### src/rtl/debounce_bank.sv
// Multi-channel input debouncer: sample stage, per-channel settle counter, clean level and edge pulses.
// Define DEBOUNCE_BANK_SYNC_EN to add a two-flop synchronizer per channel for asynchronous board pins.
module debounce_bank #(
   parameter int                  CHANNELS      = 8,
   parameter int                  STABLE_CYCLES = 65536,
   parameter logic [CHANNELS-1:0] RESET_VALUE   = {CHANNELS{1'b0}}
) (
   input  logic                clk,
   input  logic                rst,
   input  logic                tick,
   input  logic [CHANNELS-1:0] dirty,
   output logic [CHANNELS-1:0] clean,
   output logic [CHANNELS-1:0] rise,
   output logic [CHANNELS-1:0] fall,
   output logic                any_event
);

   localparam int CW = (STABLE_CYCLES < 1) ? 1 : $clog2(STABLE_CYCLES + 1);
   localparam logic [CW-1:0] TERM = CW'(STABLE_CYCLES - 1);

   generate
      if (STABLE_CYCLES < 1) begin : g_bad_stable
         $error("debounce_bank: STABLE_CYCLES must be >= 1");
      end
   endgenerate

   logic [CHANNELS-1:0]         w_s;
   logic [CHANNELS-1:0]         r_sync;
   logic [CHANNELS-1:0]         r_clean;
   logic [CHANNELS-1:0]         r_rise;
   logic [CHANNELS-1:0]         r_fall;
   logic                        r_any;
   logic [CHANNELS-1:0][CW-1:0] r_cnt;

   logic [CHANNELS-1:0]         w_clean_nxt;
   logic [CHANNELS-1:0]         w_rise_nxt;
   logic [CHANNELS-1:0]         w_fall_nxt;
   logic [CHANNELS-1:0][CW-1:0] w_cnt_nxt;

`ifdef DEBOUNCE_BANK_SYNC_EN
   logic [CHANNELS-1:0] r_meta;

   always_ff @(posedge clk or posedge rst) begin
      if (rst) begin
         r_meta <= RESET_VALUE;
         r_sync <= RESET_VALUE;
      end else begin
         r_meta <= dirty;
         r_sync <= r_meta;
      end
   end
`else
   always_ff @(posedge clk or posedge rst) begin
      if (rst) begin
         r_sync <= RESET_VALUE;
      end else begin
         r_sync <= dirty;
      end
   end
`endif

   assign w_s = r_sync;

   // Any cycle where the sample agrees with clean restarts qualification.
   always_comb begin
      w_clean_nxt = r_clean;
      w_cnt_nxt   = r_cnt;
      w_rise_nxt  = '0;
      w_fall_nxt  = '0;
      for (int i = 0; i < CHANNELS; i++) begin
         if (w_s[i] == r_clean[i]) begin
            w_cnt_nxt[i] = '0;
         end else if (tick) begin
            if (r_cnt[i] == TERM) begin
               w_clean_nxt[i] = w_s[i];
               w_cnt_nxt[i]   = '0;
               w_rise_nxt[i]  = w_s[i];
               w_fall_nxt[i]  = ~w_s[i];
            end else begin
               w_cnt_nxt[i] = r_cnt[i] + CW'(1);
            end
         end
      end
   end

   always_ff @(posedge clk or posedge rst) begin
      if (rst) begin
         r_clean <= RESET_VALUE;
         r_cnt   <= '0;
         r_rise  <= '0;
         r_fall  <= '0;
         r_any   <= 1'b0;
      end else begin
         r_clean <= w_clean_nxt;
         r_cnt   <= w_cnt_nxt;
         r_rise  <= w_rise_nxt;
         r_fall  <= w_fall_nxt;
         r_any   <= |(w_rise_nxt | w_fall_nxt);
      end
   end

   assign clean     = r_clean;
   assign rise      = r_rise;
   assign fall      = r_fall;
   assign any_event = r_any;

endmodule

### config.mk
export PLATFORM = sky130hd
export DESIGN_NAME = debounce_bank
export DESIGN_NICKNAME = d
export VERILOG_FILES = /design/src/rtl/debounce_bank.sv
export SDC_FILE = /design/constraint.sdc
export NUM_CORES = 1
export LEC_CHECK = 0
export CAP_MARGIN = 5
export CORE_ASPECT_RATIO = 0.75
export CORE_MARGIN = 3
export CORE_UTILIZATION = 29
export CTS_BUF_LIST = sky130_fd_sc_hd__clkbuf_8
export CTS_CLUSTER_DIAMETER = 200
export DETAILED_ROUTE_END_ITERATION = 7
export HOLD_SLACK_MARGIN = 0.15
export PLACE_DENSITY = 0.5
export SKIP_CTS_REPAIR_TIMING = 1
export SYNTH_ARGS = -nofsm -noshare
export SYNTH_HDL_FRONTEND = slang
export SYNTH_SLANG_ARGS = --single-unit
export TNS_END_PERCENT = 100
### constraint.sdc
create_clock -name clk -period 10.3 [get_ports clk]
set_input_delay 3.09 -clock clk [delete_from_list [all_inputs] [get_ports clk]]
set_output_delay 3.09 -clock clk [all_outputs]
set_load 0.03 [all_outputs]
## Word level (Yosys, flattened, before mapping)

Cells that the tools add are included.

- Bits in registers: 169
- Input bits: 11
- Output and inout port bits: 25
- Word-level logic and storage cells: 150

- Add/subtract/negate cells: 8
- Equal/unequal tests: 16
- Multiplexer cells: 72
- Bitwise gates (word level): 17
- Reduce and logical (&&, ||, !) cells: 17

Operators by type and width:

| kind | number |
|---|---|
| 2-to-1 mux 17 bit | 24 |
| adder 17 x 1 -> 17 bit (second input constant) | 8 |
| == test 17 x 16 -> 1 bit (second input constant) | 8 |
| 2-to-1 mux 1 bit | 48 |
| AND reduction 3 bit | 8 |
| NOT 1 bit | 16 |
| nonzero test 2 bit | 8 |
| == test 1 bit | 8 |
| bitwise OR 8 bit | 1 |
| OR reduction 8 bit | 1 |

## Depth between registers and ports, before layout

Gate-level depths: netlist of the first run.

- Depth after elaboration: 6
- Mapped depth: 7
- Mapped depth without buffers: 6

## Least setup slack after synthesis of the first run

No wires, ideal clock.

- Path type: input port to flip-flop
- Start point: input port tick
- End point: register r_cnt[38] in the netlist's numbering
- Setup time: 0.118 ns
- Data arrival time: 4.084 ns
- Required time: 10.182 ns
- Setup slack: 6.098 ns
- Stages: 7
- Buffers on the path: 2
- Cell sequence: inv_2 > buf_4 > clkbuf_1 > nand2_1 > nand4_1 > xor2_1 > nor2_1

- Longest elaborated chain between the ends: 1

RTL lines:

| item | RTL line | source |
|---|---|---|
| from (decl) | 10 | `input logic tick,` |
| nonzero test 2 bit (no line) | - |  |
| to (signal assigned) | 95 | `r_cnt <= w_cnt_nxt;` |
| to (decl) | 33 | `logic [CHANNELS-1:0][CW-1:0] r_cnt;` |

Every way passes these cells.
A chain may end at the register's enable or synchronous reset.

## Final worst setup path of the first run

- Start point: input port tick
- End point: register r_cnt[74] in the netlist's numbering

Same word-level chain as after synthesis.

==> results of run 1 <==
==> state kept, by name, indices dropped and copies added (netlist names) <==
signal and flops:
clean 8, any_event 1, rise 8, r_sync 8, fall 8, r_cnt 136
==> metrics by stage <==
stage	total power, mW	instance area [µm²]	std cells	util (%)
2_1_floorplan	0.737	8160	799	-
3_3_place_gp	0.755	8870	1171	32.4
3_5_place_dp	0.755	8870	1171	32.4
4_1_cts	1.24	9250	1203	33.9
5_1_grt	1.27	9250	1203	33.9
6_report	1.21	9250	1203	33.9
==> synthesized netlist by cell type (4+ instances only) <==
master      n
or3_1       4
nand3_1    48
nor4_2      4
nand2_1    73
and4_1      9
clkbuf_1    6
and3_1     10
nor2_1    133
dfrtp_1   169
nor3b_1    14
a21o_1      6
nand4_1    47
ha_1        8
xor2_1     69
nand2_2     6
o211ai_1    4
buf_4       7
a31oi_1    10
xnor2_1    46
a21oi_1    24
nand2b_1    4
nor3_2      6
nor4_1      4
inv_1      15
a211oi_2    5
nor3_1      9
o21ai_0     4
==> routing by layer <==
layer  wire, µm  up-vias
met3        434        7
met1       8880     2732
met4         99        0
met5          0        -
met2       6630       58
li1           -     2857
==> layout make-up <==
| cell class | instances | share of cell area (%) |
|---|---|---|
| clock inverter | 14 | 1.50 |
| tap | 351 | 4.75 |
| multi-input combinational | 598 | 40.8 |
| clock buffer | 18 | 2.68 |
| sequential | 169 | 45.7 |
| timing repair buffer | 37 | 3.89 |
| inverter | 16 | 0.703 |
==> power groups by stage <==
stage	registers, mW	clock network, mW	logic (mW)
3_3_place_gp	0.696	0	0.0597
6_report	0.683	0.469	0.0580
5_1_grt	0.684	0.523	0.0672
2_1_floorplan	0.693	0	0.0438
3_5_place_dp	0.696	0	0.0599
4_1_cts	0.683	0.492	0.0602
==> worst max-delay path, stage by stage <==
cell and delay [ps]:
buf_2 80, buf_4 430, inv_2 460, nor4_2 530, nand2_1 210, nand2_2 290
nor2_1 100
==> worst paths after layout <==
| path | endpoint | slack [ps] | depth (start not counted) |
|---|---|---|---|
| min reg2reg | fall[7] | 480 | 1 |
| max in group asynchronous | r_cnt[102] | 5670 | 3 |
| min | fall[7] | 480 | 1 |
| min in group asynchronous | r_cnt[5] | 3170 | 2 |
| max reg2reg | r_cnt[10] | 8250 | 6 |
| max | r_cnt[74] | 5440 | 7 |
==> logic make-up (layout without fill, tap and decap cells) <==
| family | Yosys count | count (layout) | synth area share, % |
|---|---|---|---|
| AOI/OAI and AO/OA | 73 | 73 | 6.43 |
| DFF | 169 | 169 | 51.8 |
| xor gates and xnor gates | 117 | 117 | 12.7 |
| and+or+nand+nor | 394 | 394 | 25.0 |
| adders and majority gates | 8 | 8 | 1.23 |
| muxes | 6 | 6 | 0.828 |
| buffers and inverters | 32 | 85 | 1.92 |
==> flow_summary_export.csv, run 1 <==
group,metric,value,unit
place,gp_congestion,0.766,
global_route,top_usage_layer,"met1",
finish,final_common_cell,"dfrtp_1",
global_route,grt_pass1_vias,5347,
timing,slew_headroom,39.0,%
cts,cts_made_buffers,17,
place,dp_hpwl,10.5,mm
synth,synth_area,0.00816,mm²
cts,clk_pin_slew,90,ps
flow_run,max_cap_violations,0,
power_and_ir_drop,p_seq_share,56.4,%
finish,fillers,2792,
critical_path,path_class,"input pin to flop",
timing,fin_skew,15.4,ps
timing,setup_slack,5440,ps
global_route,antenna_found_initial,0,
timing,fin_setup_tns,0,ps
finish,final-seq-area,0.00423,mm²
global_route,grt_pass1_wl,27.2,mm
cts,clock_latency,460,ps
place,pre_cts_slack,4940,ps
power_and_ir_drop,p_int,0.892,mW
synth,synth_cell_types,60,
cts,cts_tree,"built",
power_and_ir_drop,p_leak,3.82,nW
route,drc,0,
synth,yosys_warnings,0,
finish,final_cell_mix,"dfrtp_1, nor2_1, nand2_1, xor2_1, nand3_1",
run_status,status,"finished clean",
cts,htreeDepth,4,
hold_path,min_from,"r_sync[7]",
floorplanning,top_level_ports,36,
route,ant_nets,0,
synth,ys_ff_latch,169,
cts,clock-sinks,169,
global_route,use_met2,15.9,%
power_and_ir_drop,switchingPower,0.317,mW
floorplanning,die_width,200,µm
finish,drive_above_1_share,8.57,%
hold_path,min_path_type,"flop to flop",
timing,fin_crit_sh,47.2,%
critical_path,cp.required,10640,ps
finish,antenna_cells,0,
timing,fmax,206,MHz
global_route,grt_use_met1,16.7,%
synth,syn-num-nets,818,
global_route,overflow,0,
critical_path,cp-end-kind,"flop",
critical_path,rr_startpoint,"r_cnt[0]",
floorplanning,placementRows,52,
power_and_ir_drop,comb_power_share,4.8,%
synth,avgSynthCellArea,10.2,µm²
timing,worst_pin_slew,915,ps
finish,syn_to_final_growth,13.4,%
timing,layout_min_cycle_time,4860,ps
timing,grt_setup_unrepaired,"no",
timing,setup_viol,0,
route,wire_per_inst,13.3,µm
critical_path,cp.arrival,5200,ps
global_route,grt_usage,11.2,%
place,io_buffers,35,
floorplanning,die_area,0.0302,mm²
floorplanning,start_util,29.9,%
timing,hold_slack,482,ps
finish,nets,858,
route,firstDrtPassIters,4,
floorplanning,core_area,0.0273,mm²
synth,synth_top_area_share,51.8,%
synth,syn_inst,799,
critical_path,critical_path.startpoint_type,"input pin",
synth,ys.flop_type,"dfrtp_1",
route,routed_wl,16.0,mm
synth,synth-seq-area-share,51.8,%
power_and_ir_drop,p_sw_share,26.2,%
global_route,grt_use_met3,2.98,%
synth,synth-edff-count,0,
floorplanning,die_height,151,µm
cts,cts_root_buffer,"clkbuf_8",
cts,clock_path_buffers,2,
power_and_ir_drop,ir_drop,0.0720,mV
global_route,grt_max_degree,98,
synth,synthTopCellsByArea,"dfrtp_1, xor2_1, nor2_1",
finish,multi_input_area,0.00377,mm²
critical_path,timing.critical_path.from,"tick",
route,drt-initial-drc-count,350,
synth,synth-async-reset-ratio,100,%
power_and_ir_drop,powerDensity,131,mW/mm²
timing,slew_viol_final,0,
timing,final_hold_viol_count,0,
critical_path,cp_max_fo,41,
synth,yosys.area.top_type,"dfrtp_1",
power_and_ir_drop,p_clk_share,38.8,%
route,num_vias,5654,
route,via_per_inst,4.70,
No activity file was read; power rests on OpenSTA's default activity.
==> inputs of run 2 (changes only) <==
- PLACE_DENSITY: 0.5 -> 0.52
- clock period: 10.3 -> 4.1 ns (I/O delays scaled with it)
==> run 2 against run 1 <==
  * Die area stayed put
  * Final area is 0.58% higher
  * Via count hardly changed
  * Hold slack better by 2.7 ps
  * Final cell count is 0.33% higher
  * Clock skew is 7.6 ps higher
  * Global-route usage hardly changed
  * Combinational power grew to 2.6 times the previous value
  * Register-to-register slack worse by 6200 ps
  * Non-clock buffer count is 4 higher
  * Sequential share of layout area is 0.26 points lower
  * Total power grew to 2.6 times the previous value
==> flow_summary_export.csv, run 2 (synthesis results as in run 1) <==
group,metric,value,unit
run_status,status,"finished clean",
timing,layout_min_cycle_time,2870,ps
place,io_buffers,35,
cts,cts_root_buffer,"clkbuf_8",
critical_path,cp-end-kind,"primary output",
power_and_ir_drop,powerDensity,332,mW/mm²
timing,fin_skew,23.0,ps
flow_run,max_cap_violations,0,
floorplanning,core_area,0.0273,mm²
route,via_per_inst,4.69,
power_and_ir_drop,ir_drop,0.198,mV
critical_path,cp_max_fo,6,
place,gp_congestion,0.785,
route,met3_length,452,µm
cts,htreeDepth,4,
finish,largest_reg_flops,136,
timing,grt_setup_unrepaired,"no",
hold_path,min_from,"r_sync[7]",
place,pre_cts_slack,1240,ps
floorplanning,start_util,29.9,%
critical_path,r2r_slack,2020,ps
power_and_ir_drop,p_int,2.29,mW
power_and_ir_drop,p_clk_share,39.6,%
cts,clock_latency,460,ps
route,dr.max_layer_used,"met4",
finish,final_common_cell,"dfrtp_1",
critical_path,critical_path.startpoint_type,"flop",
route,met2_length,6.37,mm
hold_path,whs_endpoint,"fall[7]",
timing,worst_pin_slew,709,ps
timing,slew_viol_final,0,
global_route,grt_pass1_wl,27.3,mm
cts,clock-sinks,169,
route,drc,0,
power_and_ir_drop,p_sw_share,25.9,%
cts,clk_pin_slew,110,ps
global_route,overflow,0,
finish,top_register,"r_cnt",
critical_path,cp.required,2870,ps
route,firstDrtPassIters,5,
global_route,grt_usage,11.2,%
critical_path,path_cells,"clkdlybuf4s50_1",
critical_path,crit_family,"buffers and inverters",
cts,cts_made_buffers,17,
global_route,grt_pass1_vias,5289,
timing,setup_slack,1230,ps
floorplanning,die_height,151,µm
critical_path,rr_startpoint,"r_cnt[0]",
floorplanning,die_area,0.0302,mm²
finish,drive_above_1_share,8.88,%
power_and_ir_drop,comb_power_share,4.8,%
critical_path,path_buf_inv,1,
finish,nets,862,
route,ant_nets,0,
timing,fin_crit_sh,69.9,%
power_and_ir_drop,p_leak,3.84,nW
floorplanning,die_width,200,µm
route,wl_met1,9.00,mm
critical_path,slowest_delay,710,ps
cts,cts_tree,"built",
cts,clock_path_buffers,2,
route,routed_wl,16.0,mm
global_route,antenna_found_initial,0,
timing,final_hold_viol_count,0,
timing,slew_headroom,52.5,%
power_and_ir_drop,switchingPower,0.799,mW
route,drt-initial-drc-count,323,
critical_path,r2r.worst_path.cells,6,
finish,final_cell_mix,"dfrtp_1, nor2_1, nand2_1, xor2_1, nand3_1",
critical_path,crit_slowest_cell,"clkdlybuf4s50_1",
hold_path,min_path_type,"flop to flop",
finish,fillers,2760,
timing,setup_viol,0,
timing,fin_setup_tns,0,ps
route,wire_per_inst,13.2,µm
place,dp_hpwl,10.5,mm
floorplanning,placementRows,52,
timing,fmax,349,MHz
power_and_ir_drop,p_seq_share,55.5,%
finish,syn_to_final_growth,14.1,%
hold_path,holdPathStages,1,
finish,antenna_cells,0,
critical_path,path_class,"flop to primary output",
critical_path,cp.arrival,1640,ps
floorplanning,top_level_ports,36,
critical_path,r2r_end,"r_cnt[13]",
route,num_vias,5656,
global_route,grt_max_degree,102,
==> run 2: area by class of cell <==
type / count / area, µm² / share of cell area [%]
Clock inverter: 15 / 165 / 1.77
Multi-Input combinational cell: 598 / 3770 / 40.5
Tap cell: 351 / 439 / 4.72
Inverter: 16 / 63.8 / 0.686
Sequential cell: 169 / 4230 / 45.4
Timing Repair Buffer: 41 / 403 / 4.33
Clock buffer: 17 / 234 / 2.51
==> run 2: worst max-delay path by stage <==
stage,from,end,slack [ps],cells past startpoint
global route,clean[3],clean[3],1140,1
global placement,tick,r_cnt[30],1300,5
detailed placement,tick,r_cnt[21],1240,5
CTS,clean[5],clean[5],1180,1
finish,clean[5],clean[5],1230,1
floorplan,rst,any_event,720,1
==> run 2: metrics by stage <==
stage | cells | instance area [µm²] | util [%] | power [mW] | hold WS [ps]
global placement | 1175 | 8910 | 32.6 | 1.90 | 481
CTS | 1207 | 9310 | 34.1 | 3.14 | 495
detailed placement | 1175 | 8910 | 32.6 | 1.90 | 477
global route | 1207 | 9310 | 34.1 | 3.24 | 522
finish | 1207 | 9310 | 34.1 | 3.09 | 485
floorplan | 799 | 8160 | - | 1.85 | 450
==> run 2: metal layers <==
layer  GRT usage [%]  vias up
met2            15.2       54
li1                -     2863
met5               0        -
met3            2.65        8
met1            17.6     2731
met4            3.03        0
==> run 2: power groups by stage <==
stage / Sequential (mW) / Clock (mW) / Combinational, mW
global placement: 1.75 / 0 / 0.154
detailed placement: 1.75 / 0 / 0.153
floorplan: 1.74 / 0 / 0.110
global route: 1.72 / 1.35 / 0.173
finish: 1.71 / 1.22 / 0.149
CTS: 1.71 / 1.28 / 0.155
==> inputs of run 3 (changes only) <==
- PLACE_DENSITY: 0.52 -> 0.5
- clock period: 4.1 -> 2.8 ns (I/O delays scaled with it)
==> run 3 against run 2 <==
  * Clock-buffer cell count up 1
  * Flip-flop and latch count unchanged
  * Final cell count unchanged
  * First-iteration DRC count up 24%
  * Final area up 0.70%
  * Combinational power up 54%
  * Total power up 48%
  * Global-route usage up 0.30 points
==> flow_summary_export.csv, run 3 (synthesis results as in run 1) <==
group,metric,value,unit
hold_path,min_from,"r_sync[7]",
finish,syn_to_final_growth,14.9,%
critical_path,crit_family,"buffers and inverters",
critical_path,crit_slowest_cell,"clkdlybuf4s50_1",
global_route,grt_pass1_vias,5461,
timing,setup_viol,0,
timing,layout_min_cycle_time,2480,ps
route,ant_nets,0,
critical_path,r2r_end,"r_cnt[7]",
route,firstDrtPassIters,4,
timing,slew_headroom,53.2,%
floorplanning,top_level_ports,36,
timing,slew_viol_final,0,
critical_path,r2r.worst_path.cells,6,
power_and_ir_drop,p_int,3.52,mW
finish,top_register,"r_cnt",
place,dp_hpwl,10.7,mm
cts,cts_made_buffers,17,
route,met3_length,576,µm
floorplanning,die_width,200,µm
timing,final_hold_viol_count,0,
critical_path,cp-end-kind,"primary output",
global_route,overflow,0,
global_route,grt_pass1_wl,28.0,mm
route,drc,0,
critical_path,slowest_delay,710,ps
critical_path,critical_path.startpoint_type,"flop",
floorplanning,die_height,151,µm
route,wire_per_inst,13.4,µm
power_and_ir_drop,p_clk_share,40.2,%
global_route,grt_max_degree,68,
power_and_ir_drop,p_seq_share,54.8,%
floorplanning,core_area,0.0273,mm²
cts,clock_latency,470,ps
global_route,grt_usage,11.5,%
cts,clock-sinks,169,
timing,worst_pin_slew,699,ps
power_and_ir_drop,ir_drop,0.267,mV
critical_path,path_class,"flop to primary output",
finish,largest_reg_flops,136,
route,wl_met1,8.89,mm
power_and_ir_drop,comb_power_share,5.0,%
cts,cts_root_buffer,"clkbuf_8",
timing,fin_skew,7.55,ps
route,met2_length,6.55,mm
place,gp_congestion,0.750,
timing,grt_setup_unrepaired,"no",
run_status,status,"finished clean",
finish,final_cell_mix,"dfrtp_1, nor2_1, nand2_1, xor2_1, nand3_1",
timing,fmax,404,MHz
power_and_ir_drop,switchingPower,1.06,mW
floorplanning,start_util,29.9,%
finish,nets,862,
timing,hold_slack,490,ps
power_and_ir_drop,powerDensity,488,mW/mm²
critical_path,path_cells,"clkdlybuf4s50_1",
route,routed_wl,16.2,mm
place,io_buffers,35,
finish,final_common_cell,"dfrtp_1",
floorplanning,die_area,0.0302,mm²
critical_path,path_buf_inv,1,
global_route,antenna_found_initial,0,
critical_path,r2r_slack,750,ps
floorplanning,placementRows,52,
power_and_ir_drop,p_sw_share,23.1,%
cts,clk_pin_slew,90,ps
hold_path,whs_endpoint,"fall[7]",
finish,drive_above_1_share,8.29,%
place,pre_cts_slack,439,ps
hold_path,min_path_type,"flop to flop",
timing,setup_slack,322,ps
timing,fin_crit_sh,88.5,%
critical_path,rr_startpoint,"r_cnt[0]",
route,via_per_inst,4.68,
route,dr.max_layer_used,"met4",
critical_path,cp_max_fo,6,
hold_path,holdPathStages,1,
route,num_vias,5654,
finish,antenna_cells,0,
cts,clock_path_buffers,2,
finish,fillers,2816,
route,drt-initial-drc-count,401,
cts,cts_tree,"built",
critical_path,cp.required,1960,ps
flow_run,max_cap_violations,0,
cts,htreeDepth,4,
power_and_ir_drop,p_leak,3.89,nW
critical_path,cp.arrival,1640,ps
-- run 3: changes by cell type in the layout (fill, tap and decap cells not counted), sizes merged --
cell | previous run | this run
clkbuf | 17 | 18
inv | 23 | 21
clkinvlp | 3 | 1
bufinv | 2 | 4
clkinv | 3 | 4
-- run 3: power groups by stage --
stage	Clock, mW	Combinational [mW]	Sequential [mW]
4_1_cts	1.92	0.237	2.51
2_1_floorplan	0	0.162	2.55
3_5_place_dp	0	0.236	2.56
6_report	1.84	0.229	2.51
5_1_grt	2.05	0.264	2.52
3_3_place_gp	0	0.236	2.56
-- run 3: through the flow --
step | TNS, ps | utilization (%) | total power [mW] | cells | instance area [µm²]
detailed placement | 0 | 32.8 | 2.79 | 1175 | 8960
finish | 0 | 34.3 | 4.58 | 1207 | 9370
global route | 0 | 34.3 | 4.83 | 1207 | 9370
CTS | 0 | 34.3 | 4.67 | 1207 | 9370
floorplan | -32910 | - | 2.71 | 799 | 8160
global placement | 0 | 32.8 | 2.79 | 1175 | 8960
-- run 3: final cells by class --
class                      count  area, µm²  share of cell area (%)
timing repair buffer          41        453                    4.83
clock buffer                  18        248                    2.64
sequential                   169       4230                    45.1
inverter                      16       63.8                   0.681
tap                          351        439                    4.69
multi-input combinational    598       3770                    40.3
clock inverter                14        166                    1.78
-- run 3: how the worst max path moves through the flow --
stage,from,to,depth (start not counted)
finish,clean[5],clean[5],1
global route,clean[5],clean[5],1
CTS,clean[5],clean[5],1
detailed placement,tick,r_cnt[114],7
global placement,tick,r_cnt[113],7
floorplan,rst,any_event,1
-- run 3: routing by layer --
metal | track usage, % | vias to the layer above
met5 | 0 | -
met4 | 2.93 | 0
met3 | 3.38 | 10
met2 | 16.0 | 69
met1 | 17.4 | 2721
li1 | - | 2854
